===== src/rtl/ml_acc_intr_pkg.sv =====
// rtl/ml_acc_intr_pkg.sv - register map, FSM states and helpers for ml_acc_intr_ctrl
package ml_acc_intr_pkg;

   localparam logic [4:0] ADDR_GIE  = 5'h00;
   localparam logic [4:0] ADDR_IER  = 5'h04;
   localparam logic [4:0] ADDR_STS  = 5'h08;
   localparam logic [4:0] ADDR_ACK  = 5'h0C;
   localparam logic [4:0] ADDR_PEND = 5'h10;
   localparam logic [4:0] ADDR_MODE = 5'h14;
   localparam logic [4:0] ADDR_RAW  = 5'h18;

   localparam logic [1:0] RESP_OKAY = 2'b00;

   typedef enum logic {W_IDLE, W_RESP} wr_state_e;
   typedef enum logic {R_IDLE, R_DATA} rd_state_e;

   function automatic logic [31:0] strb_to_mask(input logic [3:0] strb);
      logic [31:0] mask;
      for (int b = 0; b < 4; b++) begin
         mask[8*b +: 8] = {8{strb[b]}};
      end
      return mask;
   endfunction

endpackage


===== src/rtl/ml_acc_intr_ctrl_if.sv =====
// rtl/ml_acc_intr_ctrl_if.sv - AXI4-Lite register bus of the interrupt controller
interface ml_acc_intr_ctrl_if #(
   parameter int ADDR_W = 5
);
   logic [ADDR_W-1:0] awaddr;
   logic              awvalid;
   logic              awready;
   logic [31:0]       wdata;
   logic [3:0]        wstrb;
   logic              wvalid;
   logic              wready;
   logic [1:0]        bresp;
   logic              bvalid;
   logic              bready;
   logic [ADDR_W-1:0] araddr;
   logic              arvalid;
   logic              arready;
   logic [31:0]       rdata;
   logic [1:0]        rresp;
   logic              rvalid;
   logic              rready;

   modport master (
      output awaddr, awvalid, wdata, wstrb, wvalid, bready, araddr, arvalid, rready,
      input  awready, wready, bresp, bvalid, arready, rdata, rresp, rvalid
   );

   modport slave (
      input  awaddr, awvalid, wdata, wstrb, wvalid, bready, araddr, arvalid, rready,
      output awready, wready, bresp, bvalid, arready, rdata, rresp, rvalid
   );
endinterface


===== src/rtl/ml_acc_intr_src.sv =====
// rtl/ml_acc_intr_src.sv - per-source capture: edge history, STS bit and PEND output
module ml_acc_intr_src (
   input  logic clk,
   input  logic rst_n,
   input  logic src_i,
   input  logic mode_i,
   input  logic ack_i,
   input  logic ier_i,
   output logic sts_o,
   output logic pend_o
);
   logic prev_q;
   logic sts_q, sts_d;
   logic set;

   // mode_i=1 captures rising edges only; mode_i=0 captures every high cycle
   assign set   = src_i & (~mode_i | ~prev_q);
   assign sts_d = set | (sts_q & ~ack_i);

   always_ff @(posedge clk or negedge rst_n) begin
      if (!rst_n) begin
         prev_q <= 1'b0;
         sts_q  <= 1'b0;
      end else begin
         prev_q <= src_i;
         sts_q  <= sts_d;
      end
   end

   assign sts_o  = sts_q;
   assign pend_o = sts_q & ier_i;
endmodule


===== src/rtl/ml_acc_intr_ctrl.sv =====
// rtl/ml_acc_intr_ctrl.sv - AXI4-Lite interrupt controller for up to 32 same-clock sources
module ml_acc_intr_ctrl
   import ml_acc_intr_pkg::*;
#(
   parameter int                       C_NUM_OF_INTR      = 4,
   parameter int                       C_S_AXI_ADDR_WIDTH = 5,
   parameter bit                       C_IRQ_ACTIVE_STATE = 1'b1,
   parameter int                       C_IRQ_PULSE_CYCLES = 0,
   parameter logic [C_NUM_OF_INTR-1:0] C_MODE_RESET       = '1
) (
   input  logic                     ACLK,
   input  logic                     ARESETN,
   input  logic [C_NUM_OF_INTR-1:0] intr_src,
   output logic                     irq,
   ml_acc_intr_ctrl_if.slave        s_axi_intr
);
   localparam int N  = C_NUM_OF_INTR;
   localparam int CW = (C_IRQ_PULSE_CYCLES > 0) ? $clog2(C_IRQ_PULSE_CYCLES + 1) : 1;

   wr_state_e w_state_q, w_state_d;
   rd_state_e r_state_q, r_state_d;
   logic awready_q, awready_d, bvalid_q, bvalid_d;
   logic arready_q, arready_d, rvalid_q, rvalid_d;
   logic [31:0] rdata_q, rdata_d, rd_word, wmask;
   logic gie_q, gie_d;
   logic [N-1:0] ier_q, ier_d, mode_q, mode_d, ack_clr, sts, pend;
   logic [CW-1:0] cnt_q, cnt_d;
   logic req_q, irq_req, irq_act_q, irq_act_d;
   logic [C_S_AXI_ADDR_WIDTH-1:0] awaddr, araddr;
   logic [4:0] waddr_w, raddr_w;
   logic wr_fire, rd_fire, unused_bits;

   assign awaddr      = s_axi_intr.awaddr;
   assign araddr      = s_axi_intr.araddr;
   assign waddr_w     = {awaddr[4:2], 2'b00};
   assign raddr_w     = {araddr[4:2], 2'b00};
   assign wr_fire     = awready_q & s_axi_intr.awvalid & s_axi_intr.wvalid;
   assign rd_fire     = arready_q & s_axi_intr.arvalid;
   assign wmask       = strb_to_mask(s_axi_intr.wstrb);
   assign unused_bits = ^{awaddr, araddr, s_axi_intr.wdata, wmask};

   for (genvar i = 0; i < N; i++) begin : g_src
      ml_acc_intr_src u_src (
         .clk    (ACLK),
         .rst_n  (ARESETN),
         .src_i  (intr_src[i]),
         .mode_i (mode_q[i]),
         .ack_i  (ack_clr[i]),
         .ier_i  (ier_q[i]),
         .sts_o  (sts[i]),
         .pend_o (pend[i])
      );
   end

   always_comb begin
      gie_d   = gie_q;
      ier_d   = ier_q;
      mode_d  = mode_q;
      ack_clr = '0;
      if (wr_fire) begin
         case (waddr_w)
            ADDR_GIE:  if (wmask[0]) gie_d = s_axi_intr.wdata[0];
            ADDR_IER:  ier_d   = (ier_q & ~wmask[N-1:0]) | (s_axi_intr.wdata[N-1:0] & wmask[N-1:0]);
            ADDR_ACK:  ack_clr = s_axi_intr.wdata[N-1:0] & wmask[N-1:0];
            ADDR_MODE: mode_d  = (mode_q & ~wmask[N-1:0]) | (s_axi_intr.wdata[N-1:0] & wmask[N-1:0]);
            default:   ;
         endcase
      end
   end

   always_comb begin
      rd_word = '0;
      case (raddr_w)
         ADDR_GIE:  rd_word[0]     = gie_q;
         ADDR_IER:  rd_word[N-1:0] = ier_q;
         ADDR_STS:  rd_word[N-1:0] = sts;
         ADDR_PEND: rd_word[N-1:0] = pend;
         ADDR_MODE: rd_word[N-1:0] = mode_q;
         ADDR_RAW:  rd_word[N-1:0] = intr_src;
         default:   ;
      endcase
   end

   // Pulse mode retriggers on each rising edge of irq_req, reloading a running pulse
   assign irq_req = gie_q & (|pend);

   always_comb begin
      cnt_d     = cnt_q;
      irq_act_d = irq_req;
      if (C_IRQ_PULSE_CYCLES > 0) begin
         if (irq_req && !req_q) cnt_d = CW'(C_IRQ_PULSE_CYCLES);
         else if (cnt_q != '0)  cnt_d = cnt_q - CW'(1);
         irq_act_d = (cnt_d != '0);
      end
   end

   always_comb begin
      w_state_d = w_state_q;
      awready_d = 1'b0;
      bvalid_d  = bvalid_q;
      case (w_state_q)
         W_IDLE: begin
            if (wr_fire) begin
               w_state_d = W_RESP;
               bvalid_d  = 1'b1;
            end else if (s_axi_intr.awvalid && s_axi_intr.wvalid) begin
               awready_d = 1'b1;
            end
         end
         W_RESP: begin
            if (s_axi_intr.bready) begin
               w_state_d = W_IDLE;
               bvalid_d  = 1'b0;
            end
         end
         default: w_state_d = W_IDLE;
      endcase
   end

   always_comb begin
      r_state_d = r_state_q;
      arready_d = 1'b0;
      rvalid_d  = rvalid_q;
      rdata_d   = rdata_q;
      case (r_state_q)
         R_IDLE: begin
            if (rd_fire) begin
               r_state_d = R_DATA;
               rvalid_d  = 1'b1;
               rdata_d   = rd_word;
            end else if (s_axi_intr.arvalid) begin
               arready_d = 1'b1;
            end
         end
         R_DATA: begin
            if (s_axi_intr.rready) begin
               r_state_d = R_IDLE;
               rvalid_d  = 1'b0;
            end
         end
         default: r_state_d = R_IDLE;
      endcase
   end

   always_ff @(posedge ACLK or negedge ARESETN) begin
      if (!ARESETN) begin
         w_state_q <= W_IDLE;
         r_state_q <= R_IDLE;
         awready_q <= 1'b0;
         bvalid_q  <= 1'b0;
         arready_q <= 1'b0;
         rvalid_q  <= 1'b0;
         rdata_q   <= '0;
         gie_q     <= 1'b0;
         ier_q     <= '0;
         mode_q    <= C_MODE_RESET;
         cnt_q     <= '0;
         req_q     <= 1'b0;
         irq_act_q <= 1'b0;
      end else begin
         w_state_q <= w_state_d;
         r_state_q <= r_state_d;
         awready_q <= awready_d;
         bvalid_q  <= bvalid_d;
         arready_q <= arready_d;
         rvalid_q  <= rvalid_d;
         rdata_q   <= rdata_d;
         gie_q     <= gie_d;
         ier_q     <= ier_d;
         mode_q    <= mode_d;
         cnt_q     <= cnt_d;
         req_q     <= irq_req;
         irq_act_q <= irq_act_d;
      end
   end

   assign irq                = irq_act_q ^ ~C_IRQ_ACTIVE_STATE;
   assign s_axi_intr.awready = awready_q;
   assign s_axi_intr.wready  = awready_q;
   assign s_axi_intr.bvalid  = bvalid_q;
   assign s_axi_intr.bresp   = RESP_OKAY;
   assign s_axi_intr.arready = arready_q;
   assign s_axi_intr.rvalid  = rvalid_q;
   assign s_axi_intr.rdata   = rdata_q;
   assign s_axi_intr.rresp   = RESP_OKAY;
endmodule

===== src/flat_wrapper.sv =====
// flat-port wrapper written by rule: the top's interface ports become plain ports
module ml_acc_intr_ctrl_flat import ml_acc_intr_pkg::*;
#(
   parameter int                       C_NUM_OF_INTR      = 4,
   parameter int                       C_S_AXI_ADDR_WIDTH = 5,
   parameter bit                       C_IRQ_ACTIVE_STATE = 1'b1,
   parameter int                       C_IRQ_PULSE_CYCLES = 0,
   parameter logic [C_NUM_OF_INTR-1:0] C_MODE_RESET       = '1
)
  (ACLK, ARESETN, intr_src, irq, s_axi_intr_awaddr, s_axi_intr_awvalid, s_axi_intr_wdata, s_axi_intr_wstrb, s_axi_intr_wvalid, s_axi_intr_bready, s_axi_intr_araddr, s_axi_intr_arvalid, s_axi_intr_rready, s_axi_intr_awready, s_axi_intr_wready, s_axi_intr_bresp, s_axi_intr_bvalid, s_axi_intr_arready, s_axi_intr_rdata, s_axi_intr_rresp, s_axi_intr_rvalid);
  ml_acc_intr_ctrl_if s_axi_intr_i ();
  input  logic ACLK;
  input  logic ARESETN;
  input  logic [C_NUM_OF_INTR-1:0] intr_src;
  output logic irq;
  input wire logic [$bits(s_axi_intr_i.awaddr)-1:0] s_axi_intr_awaddr;
  input wire logic [$bits(s_axi_intr_i.awvalid)-1:0] s_axi_intr_awvalid;
  input wire logic [$bits(s_axi_intr_i.wdata)-1:0] s_axi_intr_wdata;
  input wire logic [$bits(s_axi_intr_i.wstrb)-1:0] s_axi_intr_wstrb;
  input wire logic [$bits(s_axi_intr_i.wvalid)-1:0] s_axi_intr_wvalid;
  input wire logic [$bits(s_axi_intr_i.bready)-1:0] s_axi_intr_bready;
  input wire logic [$bits(s_axi_intr_i.araddr)-1:0] s_axi_intr_araddr;
  input wire logic [$bits(s_axi_intr_i.arvalid)-1:0] s_axi_intr_arvalid;
  input wire logic [$bits(s_axi_intr_i.rready)-1:0] s_axi_intr_rready;
  output wire logic [$bits(s_axi_intr_i.awready)-1:0] s_axi_intr_awready;
  output wire logic [$bits(s_axi_intr_i.wready)-1:0] s_axi_intr_wready;
  output wire logic [$bits(s_axi_intr_i.bresp)-1:0] s_axi_intr_bresp;
  output wire logic [$bits(s_axi_intr_i.bvalid)-1:0] s_axi_intr_bvalid;
  output wire logic [$bits(s_axi_intr_i.arready)-1:0] s_axi_intr_arready;
  output wire logic [$bits(s_axi_intr_i.rdata)-1:0] s_axi_intr_rdata;
  output wire logic [$bits(s_axi_intr_i.rresp)-1:0] s_axi_intr_rresp;
  output wire logic [$bits(s_axi_intr_i.rvalid)-1:0] s_axi_intr_rvalid;
  assign s_axi_intr_i.awaddr = s_axi_intr_awaddr;
  assign s_axi_intr_i.awvalid = s_axi_intr_awvalid;
  assign s_axi_intr_i.wdata = s_axi_intr_wdata;
  assign s_axi_intr_i.wstrb = s_axi_intr_wstrb;
  assign s_axi_intr_i.wvalid = s_axi_intr_wvalid;
  assign s_axi_intr_i.bready = s_axi_intr_bready;
  assign s_axi_intr_i.araddr = s_axi_intr_araddr;
  assign s_axi_intr_i.arvalid = s_axi_intr_arvalid;
  assign s_axi_intr_i.rready = s_axi_intr_rready;
  assign s_axi_intr_awready = s_axi_intr_i.awready;
  assign s_axi_intr_wready = s_axi_intr_i.wready;
  assign s_axi_intr_bresp = s_axi_intr_i.bresp;
  assign s_axi_intr_bvalid = s_axi_intr_i.bvalid;
  assign s_axi_intr_arready = s_axi_intr_i.arready;
  assign s_axi_intr_rdata = s_axi_intr_i.rdata;
  assign s_axi_intr_rresp = s_axi_intr_i.rresp;
  assign s_axi_intr_rvalid = s_axi_intr_i.rvalid;
  ml_acc_intr_ctrl #(.C_NUM_OF_INTR(C_NUM_OF_INTR), .C_S_AXI_ADDR_WIDTH(C_S_AXI_ADDR_WIDTH), .C_IRQ_ACTIVE_STATE(C_IRQ_ACTIVE_STATE), .C_IRQ_PULSE_CYCLES(C_IRQ_PULSE_CYCLES), .C_MODE_RESET(C_MODE_RESET)) u_core (.ACLK(ACLK), .ARESETN(ARESETN), .intr_src(intr_src), .irq(irq), .s_axi_intr(s_axi_intr_i));
endmodule

===== config.mk =====
export PLATFORM = sky130hd
export DESIGN_NAME = ml_acc_intr_ctrl_flat
export DESIGN_NICKNAME = d
export VERILOG_FILES = /design/src/rtl/ml_acc_intr_pkg.sv /design/src/rtl/ml_acc_intr_ctrl_if.sv /design/src/rtl/ml_acc_intr_src.sv /design/src/rtl/ml_acc_intr_ctrl.sv /design/src/flat_wrapper.sv
export SDC_FILE = /design/constraint.sdc
export NUM_CORES = 1
export LEC_CHECK = 0
export CAP_MARGIN = 25
export CORE_UTILIZATION = 36
export CTS_CLUSTER_SIZE = 40
export DETAILED_ROUTE_END_ITERATION = 12
export PLACE_DENSITY = 0.81
export SYNTH_ARGS = -nofsm -noshare
export SYNTH_HDL_FRONTEND = slang
export SYNTH_SLANG_ARGS = --single-unit

===== constraint.sdc =====
create_clock -name ACLK -period 1.9 [get_ports ACLK]
set_input_delay 0.285 -clock ACLK [delete_from_list [all_inputs] [get_ports ACLK]]
set_output_delay 0.285 -clock ACLK [all_outputs]
set_load 0.02 [all_outputs]

After elaboration in Yosys (flattened, before gate mapping)
Cells that the tools add are included.
{"block": "totals", "ff_bits": 28, "out_inout_bits": 42}
{"block": "op_classes", "eq_ne": 12, "muxes": 22, "bitwise_logic": 44, "n_reduce_logical": 10}
{"op": "AND 1 bit", "count": 16}
{"op": "one-hot mux 3 bit (5 select lines)", "count": 1}
{"op": "2-to-1 mux 1 bit", "count": 14}
{"op": "inverter 1 bit", "count": 14}
{"op": "AND 4 bit", "count": 3}
{"op": "equality test 3 bit, second input constant", "count": 4}
{"op": "zero test 5 bit", "count": 2}
{"op": "AND reduction 2 bit", "count": 5}
{"op": "2-to-1 mux 4 bit", "count": 2}
{"op": "OR 1 bit", "count": 8}
{"op": "OR 4 bit", "count": 2}
{"op": "one-hot mux 1 bit (2 select lines)", "count": 4}
{"op": "equality test 3 x 1 -> 1 bit, second input constant", "count": 2}
{"op": "equality test 3 x 2 -> 1 bit, second input constant", "count": 2}
{"op": "one-hot mux 1 bit (6 select lines)", "count": 1}
{"op": "inequality test 2 x 1 -> 1 bit, second input constant", "count": 2}
{"op": "inequality test 2 bit, second input constant", "count": 2}
{"op": "inverter 4 bit", "count": 1}
{"op": "OR reduction 4 bit", "count": 1}
{"op": "AND reduction 3 bit", "count": 1}
{"op": "logical AND 1 bit", "count": 1}

Depth between registers and ports, before layout
Gate-level depths: netlist of the first run.
{"block": "logic_depth", "word_depth": 6, "ltp_mapped": 5, "ltp_nobuf": 4}

Hierarchy
From an unflattened synthesis of the first run, not the netlist that was laid out.
{"block": "unflattened", "hier_cells": 146, "hier_area_um2": 1561.5}
{"module": "ml_acc_intr_ctrl", "n_inst": 1, "cells_each": 122, "area_per_inst_um2": 1271.2, "seq_area_each_um2": 505.5}
{"module": "ml_acc_intr_src", "n_inst": 4, "cells_each": 6, "area_per_inst_um2": 72.6, "seq_area_each_um2": 50.0}

Worst setup path after synthesis of the first run
No wires, ideal clock.
{"block": "synth_timing", "path_kind": "reg-to-reg", "from": "register u_core.awready_q (netlist: u_core.s_axi_intr.awready)", "to": "register with a tool-made name", "setup_ns": 0.125, "arrival_ns": 1.380, "path_slack_ns": 0.395, "path_stages_with_launch": 4, "synth_period_minus_slack_ns": 1.505, "path_cell_list": "dfrtp_1 > nand4_2 > nor4b_4 > mux2_2"}
{"item": "start: declaration", "line": "ml_acc_intr_ctrl.sv:22", "text": "logic awready_q, awready_d, bvalid_q, bvalid_d;"}
{"item": "start signal: assignment", "line": "ml_acc_intr_ctrl.sv:163", "text": "awready_q <= awready_d;"}

Worst setup path after layout of the first run
{"block": "layout_timing", "from": "register u_core.awready_q (netlist: u_core.s_axi_intr.awready)", "to": "output port s_axi_intr_wready"}
{"item": "end: declaration", "line": "flat_wrapper.sv:26", "text": "output wire logic [$bits(s_axi_intr_i.wready)-1:0] s_axi_intr_wready;"}
No word-level cell between the ends.

==> results summary, run 1 <==
The TritonCTS buffer count is 3. The H-tree depth is 1. The run finished with clean final reports. For the final database, setup skew stands at 0.00176 ns.

Routability-driven placement finished with a final weighted congestion of 0.775. The part of the Yosys area used for sequential elements is between 40% and 50%. The dominant register cell in the synthesized netlist is dfrtp_1. The average wire per cell in the routed design is about 11 um. The fraction of synthesis flops using an asynchronous set or reset pin is 100%. During placement, the flow inserted port buffers numbering 31. The count of boundary I/O pins came out at 99. The placed instance count came out at around 230. The maximum number of pins on one net before global-route repair came out at 29. Across the whole layout, storage elements account for ~700 um^2. The area of the mapped netlist came out at 0.00155 mm^2. The delay of the slowest cell on the worst path came out at approximately 0.64 ns.

The clock net sink count is 28. The first-pass iteration count of the detailed router is 4. The number of global-route vias before repair came out at 998. The shortest clock period the worst path allows after layout is 1.63 ns. The clock slew at the register clock pins of the worst setup and hold paths is 0.09 ns. The yosys synthesis warning count is 0.

The total congestion overflow after global routing came out at 0. Clock tree synthesis selected as its root buffer the cell clkbuf_8. The path class of the tightest hold or removal check is in -> async. The number of buffers on the longest clock path is 2. The maximum VDD drop came out at 0.000333 V. The width of the die came out at about 68 um. The total via count in the routed design came out at around 1100.

The final-report setup violation count came out at 0. The multi-input combinational cell area is 679 um^2. The average instance area after synthesis came out at 10.5 um^2. Compared with the post-synthesis result, the final layout area differs by 21.3%.

The number of hold buffers added after CTS was 0. STA classifies the critical path endpoint as a primary output. For this design the ratio of total power to cell area is 774 mW/mm^2. The clock latency at the later pin of the worst-skew pair is 0.27 ns. Setup repair after global routing left no endpoint under its margin.

The number of slew-limit violations in the final report is 0. After legalization and detailed placement, the total HPWL measured 2.12 mm. The highest clock rate is 615 MHz. The wire length of the first global-routing pass is ~4.5 mm. The initial core utilization came out at 38.1%. Dividing the detail-routed via count by the number of cells gives 4.53. The all-layer global routing usage is 13.4%.

The count of flip-flops with a built-in enable after synthesis is 0. The critical path goes through clkdlybuf4s50_1. The number of gates resized after CTS is 0.

The number of buffers and inverters on the critical path is 1. The post-CTS setup-driven buffer insertion count came out at 0. After synthesis, the netlist uses 30 different library cells. The initial antenna violation count came out at 0. The required time reported for the critical path endpoint came out at between 1.5 and 2 ns. The floorplan row count came out at 23. The vertical die dimension came out at between 60 and 70 um. TritonCTS built the clock tree. 0 antenna diodes ended up in the layout. The core region is slightly above 0.004 mm^2. The number of cells in the finished layout apart from fillers is about 240. In this run the critical register-to-register path is launched from u_core.s_axi_intr.awready. The floorplan die area came out at 0.00457 mm^2. The sum of negative setup slack came out at 0 ns.

The worst register-to-register path has a setup slack of 0.40 ns. The worst setup path is launched from a register. Of the cells placed in the final design, the portion with a size suffix greater than 1 is 15.7%. The number of instances in the synthesized netlist is 148. The critical path is of the reg -> out type. The worst path arrival time came out at 1.34 ns.

The filler cell count in the final layout came out at 387. The post-route DRC violation count came out at 0. The count of state elements after synthesis came out at 28. After detailed routing, the total wire length is roughly 2.7 mm. The tool flagged a number of max-cap violations equal to 0.

The number of nets with antenna violations after detailed routing is 0. The count of routing violations after the opening detailed-route iteration came out at 23. In the final design database the tool counted 243 nets. The leakage power total came out at 0.807 nW. In this design, the largest share of critical-path delay is due to buffers and inverters. The launch point of the critical path is u_core.s_axi_intr.awready.

The cell at the slowest stage of the critical path is clkdlybuf4s50_1. The worst-path maximum fanout came out at 5. The final number of hold-violating endpoints came out at 0. After layout, the worst path uses 85.6% of the clock period.
[worst paths after layout]
check / cells past startpoint / end
worst max register to register: 3 / register
max in group asynchronous: 2 / async pin
worst min-delay path: 2 / u_core.s_axi_intr.bvalid
worst max-delay path: 1 / s_axi_intr_wready
worst min register to register: 1 / u_core.s_axi_intr.arready
min in group ACLK: 1 / u_core.s_axi_intr.arready
[power breakdown]
| group | internal (mW) | switching, mW |
|---|---|---|
| clock | 0.186 | 0.176 |
| sequential | 0.666 | 0.0373 |
| combinational | 0.172 | 0.215 |
[area by class of cell]
class | instances | share of cell area, %
sequential | 28 | 37.6
multi-input combinational | 111 | 36.2
clock buffer | 4 | 2.93
inverter | 5 | 1.00
timing repair buffer | 37 | 18.9
tap | 50 | 3.33
[per-stage QoR]
step | total power [mW] | hold WS [ns] | setup slack, ns | util, % | area, um^2
final | 1.45 | 0.390 | 0.274 | 46.3 | 1880
after global placement | 1.09 | 0.441 | 0.0517 | 44.9 | 1820
after CTS | 1.46 | 0.402 | 0.266 | 46.3 | 1880
after floorplan | 0.967 | -0.0106 | 0.395 | - | 1660
after detailed placement | 1.11 | 0.450 | 0.0293 | 44.9 | 1820
after global routing | 1.54 | 0.420 | 0.221 | 46.3 | 1880
[synthesized netlist by cell type, drive strengths merged, types with 2 or more instances]
master / n / area (um^2)
inv: 5 / 18.8
o31a: 2 / 17.5
nor3: 3 / 20.0
a21boi: 3 / 22.5
nor2b: 2 / 12.5
buf: 35 / 260
nor3b: 3 / 22.5
mux2i: 3 / 30.0
a22o: 4 / 35.0
dfstp: 4 / 105
a221oi: 2 / 17.5
nand2: 21 / 78.8
a22oi: 3 / 22.5
dfrtp: 24 / 601
mux2: 11 / 124
o21ai: 9 / 45.0
nand3: 3 / 15.0
[kinds of logic (layout without fill, tap and decap cells)]
logic type | after synthesis | after routing | synth area share (%)
flops | 28 | 28 | 45.6
simple gates | 40 | 40 | 14.9
compound gates | 25 | 25 | 11.3
mux | 14 | 14 | 9.94
other cells | 1 | 32 | 0.242
buf+inv | 40 | 46 | 18.0
[routing by layer]
layer  part of all wire (%)  track usage, %  wire, um  up-vias
met2                     49            22.5      1330       35
met5                      0               0         0        -
li1                       -               -         -      523
met4                    1.8            7.18        49        0
met3                    4.3            2.70       115        4
met1                     44            15.9      1200      502
[placed cells by master (no fill, tap or decap), types with 2 or more instances in the layout]
master           count
nor2b_1              2
mux2i_1              3
nand3_1              3
a221oi_1             2
a22o_1               4
clkdlybuf4s50_1     31
a21boi_0             3
nor3_1               2
o31a_1               2
inv_1                5
mux2_2              11
dfstp_2              4
conb_1              32
nor3b_1              3
o21ai_0              9
clkbuf_8             4
buf_4                6
dfrtp_1             24
nand2_1             21
a22oi_1              3
No activity file was read; power rests on OpenSTA's default activity.
==> run 2, diff against run 1 <==
Settings changed: CORE_UTILIZATION 36 to 37, CTS_BUF_LIST set to sky130_fd_sc_hd__clkbuf_8, PLACE_DENSITY 0.81 to 0.82.
==> run 2 against run 1 <==
Design area decreased by 0.13%. Critical path depth up 3. Sequential power hardly changed. Hold slack gained 0.0042 ns. First-iteration DRC count grew 39%. Wire length decreased by 2.4%. Sequential cell count is the same. Die area decreased by 2.6%. Largest cell class unchanged. Largest power group unchanged.
==> results summary, run 2 (same netlist as run 1, synthesis figures left out) <==
The flow ran to the end, and the final reports show no timing, DRC or antenna violations. The total via count in the routed design came out at 1075 (+1.0%). TritonCTS built the clock tree.

The delay of the slowest cell on the worst path came out at 0.51 ns (-0.13 ns). The post-route standard cell area excluding fillers was 0.00187 mm^2 (-0.13%). The leakage power total is 0.810 nW (+0.36%).

The wire length of the first global-routing pass came out at 4.35 mm (-3.4%). The initial core utilization came to 38.7% (+0.55 points). The half-perimeter wire length after detailed placement is 2.12 mm (about the same). The number of gates resized after CTS came out at 0 (unchanged). The vertical die dimension came to 66.7 um (-1.3%). The number of I/O port buffers came out at 31 (unchanged).

The count of routing violations after the opening detailed-route iteration is 32 (+39%). The tightest min-delay check is of the in -> async type. The width of the die came out at 66.7 um (-1.3%). In the layout the commonest cells are conb_1, clkdlybuf4s50_1, dfrtp_1, nand2_1, mux2_2. The share of final-layout standard cells stronger than drive strength 1 is 15.6% (-0.084 points).

The clock skew after layout came out at 0.00278 ns (+0.00102 ns). The count of boundary I/O pins is 99 (unchanged). The floorplan row count was 23 (unchanged). The all-layer global routing usage is 13.4% (-0.018 points). Setup repair after global routing left no endpoint under its margin. The number of antenna cells inserted came out at 0 (unchanged). The initial antenna violation count came out at 0 (unchanged). The final-report setup violation count came out at 0 (unchanged). The number of buffers and inverters on the critical path is 1 (unchanged). The TritonCTS buffer count was 3 (unchanged). The number of max-cap violations is 0 (unchanged). The shortest clock period the worst path allows after layout is 1.62 ns (-0.00741 ns).

The first-pass iteration count of the detailed router is 4 (unchanged). The cell sitting at the root of the clock tree is a clkbuf_8. The launching element type of the critical path is an input port. The number of nets with antenna violations after detailed routing is 0 (unchanged).

The detail-routed via count per cell is 4.56 (+0.61%). The post-route DRC violation count was 0 (unchanged). The power per standard cell area came to 749 mW/mm^2 (-3.3%). The maximum VDD drop is 0.000501 V (+51%). The clock net sink count is 28 (unchanged). The clock slew at the register clock pins of the worst setup and hold paths came out at 0.09 ns (about the same). The required time reported for the critical path endpoint came to 2.05 ns (+0.43 ns). The number of global-route vias before repair came out at 952 (-4.6%).

The final weighted congestion in routability-driven placement is 0.747 (-3.7%). The H-tree depth is 1 (unchanged). The worst-path maximum fanout was 4 (-1). The number of slew-limit violations in the final report was 0 (unchanged). The placed instance count came to 232 (+0.43%). The library cell used most frequently in the layout, excluding fill and tap cells, is conb_1. The smallest hold slack was 0.394 ns (+0.00423 ns).

The number of cells in the finished layout apart from fillers came out at 236 (+0.43%). STA classifies the critical path endpoint as a register. The clock latency at the later pin of the worst-skew pair came to 0.26 ns (about the same). The floorplan die area is 0.00445 mm^2 (-2.6%).

The share of the clock period used by the worst path after layout was 85.2% (-0.39 points). The setup path with the least slack is of type in -> reg. Walking the worst path, the cells encountered are clkdlybuf4s50_1 -> nand4_2 -> nor4b_4 -> mux2_2. The sum of negative setup slack is 0 ns (unchanged).

On the critical path, the stage with the largest delay is an instance of clkdlybuf4s50_1. The total congestion overflow after global routing came out at 0 (unchanged). The maximum number of pins on one net before global-route repair is 29 (unchanged). The final wirelength is 2.63 mm (-2.4%). Compared with the post-synthesis result, the final layout area differs by 21.1%. The final number of hold-violating endpoints is 0 (unchanged). The highest clock rate came to 618 MHz (+0.46%). The total of hold buffers inserted after clock tree synthesis came to 0 (unchanged). The total number of nets in the final design came out at 244 (+0.41%).

The worst path arrival time is 1.77 ns (+0.43 ns). The core area came out at 0.00400 mm^2 (-1.4%). The number of buffers on the longest clock path came out at 2 (unchanged).

The cell area after placement came out at 0.00183 mm^2 (+0.41%). The post-CTS setup-driven buffer insertion count came to 0 (unchanged). Among cell families on the critical path, the largest total delay comes from simple AND/OR/NAND/NOR gates. The average wire per cell in the routed design is 11.1 um (-2.8%).
[run 2: changes by cell type in the layout (fill, tap and decap cells not counted), sizes merged]
| cell | delta |
|---|---|
| buf | +1 |
| clkbuf | -1 |
| inv | +1 |
[run 2: routing by layer]
metal | vias up | share of wire [%] | track usage (%)
met5 | - | 0 | 0
met4 | 0 | 0.84 | 3.72
met3 | 2 | 5.0 | 3.77
met2 | 44 | 49 | 22.2
met1 | 506 | 45 | 16.9
li1 | 523 | - | -
[run 2: power by group]
group	internal (mW)	switching [mW]	total [mW]	leakage (nW)
Clock	0.145	0.168	0.312	0.0269
Sequential	0.666	0.0360	0.702	0.330
Combinational	0.173	0.215	0.388	0.453
[run 2: cell type report]
type	instances	area [um^2]
well taps	50	62.6
fillers	388	2130
clock buffers	3	41.3
flip-flops and latches	28	706
inverters	5	18.8
repair buffers	38	363
multi-input cells	111	679
clock inverters	1	3.75
[run 2: final timing paths]
kind,from,end,slack [ns],cells past startpoint
max,s_axi_intr_awvalid,register,0.28,4
max reg2reg,u_core.s_axi_intr.awready,register,0.35,3
min reg2reg,u_core.s_axi_intr.arready,u_core.s_axi_intr.arready,0.46,1
min,ARESETN,u_core.s_axi_intr.bvalid,0.39,2
min in group ACLK,u_core.s_axi_intr.arready,u_core.s_axi_intr.arready,0.46,1
max in group asynchronous,ARESETN,async pin,1.20,2
[run 2: per-stage QoR]
step           setup WS, ns  util (%)  power (mW)
3_3_place_gp         0.0289      45.7        1.09
3_5_place_dp       -0.00771      45.7        1.11
4_1_cts               0.273      46.9        1.42
6_report              0.281      46.9        1.40
5_1_grt               0.218      46.9        1.49
2_1_floorplan         0.395         -       0.967
[run 2: worst reg2reg max path, delay by kind of cell, from the launching register on]
| family | cells | cell delay, ns |
|---|---|---|
| muxes | 1 | 0.39 |
| DFF | 1 | 0.43 |
| and+or+nand+nor | 2 | 0.62 |
